`src/rtl/instr_feeder.sv`:
```
// Instruction-issue stage: buffers host instruction words in a FIFO and presents
// each one on `inn` for HOLD_CYCLES clocks, driving NOP_WORD when nothing is pending.
module instr_feeder #(
    parameter int          DEPTH       = 8,
    parameter int          HOLD_CYCLES = 4,
    parameter logic [15:0] NOP_WORD    = 16'h0000
) (
    input  logic                     clock,
    input  logic                     reset,
    input  logic                     wr_valid,
    input  logic [15:0]              wr_data,
    output logic                     wr_ready,
    input  logic                     stall,
    output logic [15:0]              inn,
    output logic                     inn_valid,
    output logic [3:0]               phase,
    output logic [$clog2(DEPTH):0]   fifo_level,
    output logic [15:0]              issued_count,
    output logic                     state_dbg
);

    localparam int            AW         = $clog2(DEPTH);
    localparam logic [3:0]    LAST_PHASE = 4'(HOLD_CYCLES - 1);
    localparam logic [AW:0]   FULL_LEVEL = (AW + 1)'(DEPTH);

    typedef enum logic {
        IDLE  = 1'b0,
        ISSUE = 1'b1
    } state_t;

    logic [15:0] mem [DEPTH];
    logic [AW:0] wr_ptr;
    logic [AW:0] rd_ptr;
    logic [AW:0] level;

    state_t      state_q;
    state_t      state_d;
    logic [15:0] inn_d;
    logic        inn_valid_d;
    logic [3:0]  phase_d;

    logic        push;
    logic        pop;
    logic        empty;
    logic        full;
    logic [15:0] head;

    // Handshake: a word transfers on a rising edge where wr_valid && wr_ready;
    // wr_ready depends only on the registered level, never on wr_valid or a same-cycle pop.
    assign full     = (level == FULL_LEVEL);
    assign wr_ready = !full;
    assign push     = wr_valid && wr_ready;

    // Pointers carry a wrap bit so equal pointers always mean empty, never full.
    assign empty = (wr_ptr == rd_ptr);
    assign head  = mem[rd_ptr[AW-1:0]];

    always_ff @(posedge clock) begin
        if (push) begin
            mem[wr_ptr[AW-1:0]] <= wr_data;
        end
    end

    always_ff @(posedge clock or posedge reset) begin
        if (reset) begin
            wr_ptr <= '0;
            rd_ptr <= '0;
            level  <= '0;
        end else begin
            if (push) begin
                wr_ptr <= wr_ptr + (AW + 1)'(1);
            end
            if (pop) begin
                rd_ptr <= rd_ptr + (AW + 1)'(1);
            end
            case ({push, pop})
                2'b10:   level <= level + (AW + 1)'(1);
                2'b01:   level <= level - (AW + 1)'(1);
                default: level <= level;
            endcase
        end
    end

    always_ff @(posedge clock or posedge reset) begin
        if (reset) begin
            state_q      <= IDLE;
            inn          <= NOP_WORD;
            inn_valid    <= 1'b0;
            phase        <= 4'd0;
            issued_count <= 16'd0;
        end else begin
            state_q   <= state_d;
            inn       <= inn_d;
            inn_valid <= inn_valid_d;
            phase     <= phase_d;
            if (pop) begin
                issued_count <= issued_count + 16'd1;
            end
        end
    end

    // IDLE pops regardless of stall; ISSUE only advances or pops when not stalled,
    // so `inn` can change only at a pop or on the return to IDLE.
    always_comb begin
        state_d     = state_q;
        inn_d       = inn;
        inn_valid_d = inn_valid;
        phase_d     = phase;
        pop         = 1'b0;
        case (state_q)
            IDLE: begin
                inn_d       = NOP_WORD;
                inn_valid_d = 1'b0;
                phase_d     = 4'd0;
                if (!empty) begin
                    pop         = 1'b1;
                    inn_d       = head;
                    inn_valid_d = 1'b1;
                    state_d     = ISSUE;
                end
            end
            ISSUE: begin
                if (!stall) begin
                    if (phase != LAST_PHASE) begin
                        phase_d = phase + 4'd1;
                    end else if (!empty) begin
                        pop     = 1'b1;
                        inn_d   = head;
                        phase_d = 4'd0;
                    end else begin
                        inn_d       = NOP_WORD;
                        inn_valid_d = 1'b0;
                        phase_d     = 4'd0;
                        state_d     = IDLE;
                    end
                end
            end
            default: begin
                state_d = IDLE;
            end
        endcase
    end

    assign fifo_level = level;
    assign state_dbg  = (state_q == ISSUE);

endmodule

```
`config.mk`:
```
export PLATFORM = sky130hd
export DESIGN_NAME = instr_feeder
export DESIGN_NICKNAME = d
export VERILOG_FILES = /design/src/rtl/instr_feeder.sv
export SDC_FILE = /design/constraint.sdc
export NUM_CORES = 1
export LEC_CHECK = 0
export ABC_AREA = 1
export CORE_ASPECT_RATIO = 1.4
export CORE_UTILIZATION = 53
export CTS_BUF_LIST = sky130_fd_sc_hd__clkbuf_8 sky130_fd_sc_hd__clkbuf_16
export CTS_CLUSTER_SIZE = 24
export DETAILED_ROUTE_END_ITERATION = 16
export PLACE_DENSITY_LB_ADDON = 0.05
export SLEW_MARGIN = 0
export SYNTH_ARGS = -nofsm -noshare
export SYNTH_HDL_FRONTEND = slang
export SYNTH_SLANG_ARGS = --single-unit
```
`constraint.sdc`:
```
create_clock -name clock -period 2.13 [get_ports clock]
set_input_delay 0.213 -clock clock [delete_from_list [all_inputs] [get_ports clock]]
set_output_delay 0.213 -clock clock [all_outputs]
set_load 0.02 [all_outputs]
```
==> impl_metrics.tcl, run 1 <==
set metrics [dict create \
    status "finished clean" \
    nets 928 \
    viasPerCell 5.16 \
    cts_tree "done" \
    vdd_drop_max_v 0.000850 \
    maxCapViolCount 0 \
    drtIter0Drc 405 \
    numPortBuffers 62 \
    grt_pass1_vias 5444 \
    clock_path_buffers 2 \
    grt_overflow 0 \
    area_growth_pct 21.5 \
    grt_usage_pct 24.2 \
    path_max_fanout 4 \
    skew_ns 0.0137 \
    coreArea_mm2 0.0145 \
    die_height_um 147 \
    multi_input_area_mm2 0.00235 \
    met1_usage_pct 30.2 \
    die_area_mm2 0.0154 \
    fill_cells 1129 \
    synthCells 812 \
    numCtsBuffers 17 \
    antenna_found_initial 0 \
    hold_class "input pin to asynchronous set/reset pin" \
    maxSlewHeadroom_pct 53.8 \
    synth_nets 840 \
    setup_viol 0 \
    crit_arrival_ns 2.32 \
    place_hpwl_mm 10.9 \
    gp_congestion 0.804 \
    max_stage_delay_ns 0.40 \
    crit_family "compound AO/OA/AOI/OAI gates" \
    start_util_pct 54.5 \
    clock_latency_ns 0.42 \
    yosysWarnings 0 \
    die_w_um 105 \
    synthTopCellsByArea "edfxtp_1, dfrtp_1, nand2_1" \
    syn_area_per_cell_um2 9.75 \
    num_io_pins 63 \
    worstSetupEndpointType "flop" \
    grt.met2_usage_pct 42.1 \
    yosysSeqAreaShare_pct 64.4 \
    drc 0 \
    vias 5686 \
    crit_required_ns 2.44 \
    use_met3_pct 4.33 \
    cts.clk_slew.worst_paths_ns 0.07 \
    tightest_slew_ns 0.693 \
    p_leak_nw 4.18 \
    start_kind "flop" \
    drt.antenna.violating_nets 0 \
    path_cells "ha_4, nand3_2, o21ai_4, nand2_8, inv_4, ha_4, ha_4, nand2_1, nand2_1, o21a_1, o21bai_1, nand2_1" \
    finalWirelength_mm 17.7 \
    grt_pass1_wl_mm 27.9 \
    pre_cts_ws_ns -0.0569 \
    ys_types 27 \
    grt.busiest_layer "met2" \
    row_count 52 \
    synth_top_area_cell "edfxtp_1" \
    clock_sinks 178 \
    synth_top_area_share_pct 48.6 \
    finalCritPeriodShare_pct 94.2 \
    cts_root_buffer "clkbuf_16" \
    finalPower_mw 12.5 \
    setup_ws_ns 0.123 \
    power-per-cell-area_mw_per_mm2 1300 \
    critPathBufInv 1 \
    fin_util_pct 66.3 \
    fmax_mhz 498 \
    insertedDiodeCount 0 \
    crit_type "flop to flop" \
    min_period_ns 2.01 \
    rrSetupSlack_ns 0.12 \
    finalHoldViolCount 0 \
    synth_seq_cells 178 \
    wl_per_cell_um 16.1 \
    drive_above_1_share_pct 10.2 \
    cts_hold_buffers 0 \
    slew_viol_final 0 \
    synth_area_mm2 0.00791 \
    first_pass_iters 5 \
    cts_htree_levels 4 \
    grt_max_degree 66 \
    regArea_mm2 0.00510 \
    crit_slowest_cell "dfrtp_2" \
]
per-stage QoR:
| step | std cells | hold slack (ns) | setup TNS, ns | cell area (µm²) |
|---|---|---|---|---|
| 6_report | 1102 | 0.136 | 0 | 9620 |
| 5_1_grt | 1102 | 0.157 | -0.0257 | 9620 |
| 4_1_cts | 1100 | 0.147 | 0 | 9590 |
| 3_5_place_dp | 1067 | 0.473 | -0.0569 | 8950 |
| 3_3_place_gp | 1067 | 0.466 | -0.000414 | 8950 |
| 2_1_floorplan | 812 | 0.312 | -11.62 | 7950 |
power by group:
group	internal [mW]	switching [mW]
Combinational	1.68	2.81
Clock	1.88	1.36
Sequential	4.40	0.368
Total	7.96	4.54
synth_stat cells:
cell type,count
nand2_1,332
edfxtp_1,128
inv_1,87
nand3_1,77
dfrtp_1,50
nor2_1,29
nand4_1,23
buf_2,15
o21ai_0,11
clkbuf_1,10
xnor2_1,8
xor2_1,8
ha_1,7
inv_2,6
buf_6,5
nor3_1,3
a21oi_1,2
nor2_2,2
a211oi_1,1
buf_4,1
fa_1,1
inv_4,1
nand2_4,1
nand2_8,1
o21a_1,1
o21ai_2,1
o21bai_1,1
path summary, 6_finish.rpt:
check                      startpoint             to  depth (start not counted)
min in group clock             inn[7]         inn[7]                          2
hold / removal                  reset         inn[8]                          2
hold reg to reg                inn[7]         inn[7]                          2
max in group asynchronous       reset      rd_ptr[0]                          3
setup reg to reg             phase[1]  fifo_level[3]                         12
setup / recovery             phase[1]  fifo_level[3]                         12
kinds of logic after synthesis:
| kind of cell | share of synthesized area (%) |
|---|---|
| buf+inv | 6.72 |
| simple gates | 24.6 |
| flops | 64.4 |
| fa+ha+maj | 1.36 |
| compound gates | 1.22 |
| xor+xnor | 1.77 |
timing repair:
action,CTS,global route
cloned,0,0
hold endpoints to repair,0,0
resized for setup,1,2
setup buffers,1,2
setup endpoints to repair,1,2
pin swaps,1,3
worst register-to-register path, stage by stage (launching register included):
cell      delay [ns]
dfrtp_2         0.40
ha_4            0.15
nand3_2         0.09
o21ai_4         0.25
nand2_8         0.08
inv_4           0.06
ha_4            0.15
ha_4            0.21
nand2_1         0.07
nand2_1         0.06
o21a_1          0.19
o21bai_1        0.12
nand2_1         0.06
cell type report:
cell class / count / share of cell area [%]
multi-input cells: 509 / 24.4
flip-flops and latches: 178 / 53.0
clock inverters: 15 / 2.03
well taps: 189 / 2.46
clock buffers: 17 / 4.42
inverters: 94 / 3.70
repair buffers: 100 / 9.94
layout by cell type, fill, tap and decap left out, types with 3 or more instances in the layout:
master and count:
nor2_1 26, nand3_1 76, xor2_1 8, buf_12 4
edfxtp_1 128, nor2_2 5, nand2_1 332, xnor2_1 8
dfrtp_1 47, inv_6 7, o21ai_0 11, buf_4 34
ha_4 3, ha_1 4, clkdlybuf4s50_1 62, clkbuf_16 17
inv_1 87, inv_2 7, dfrtp_2 3, nand4_1 23
bufinv_16 3
registers in the layout, summed over array words and instances (netlist names):
register      flops
rd_ptr            4
phase             4
inn_valid         1
fifo_level        4
inn              16
issued_count     16
wr_ptr            4
state_dbg         1
mem             128
routing by layer:
metal	share of wire (%)	routed length [µm]
met1	42	7430
met2	52	9220
met3	4.6	809
met4	1.6	287
met5	0	0
No activity file was read; power rests on OpenSTA's default activity.
==> run 2: changes to the inputs <==
CTS_CLUSTER_SIZE = default   (was 24)
==> results of run 2 <==
Same layout as run 1: the final DEF is identical, and so are final timing and power.
==> run 3: changes to the inputs <==
CTS_CLUSTER_SIZE = 20   (was default)
SKIP_LAST_GASP = 1   (was default)
==> results of run 3 <==
Same layout as run 1: the final DEF is identical, and so are final timing and power.
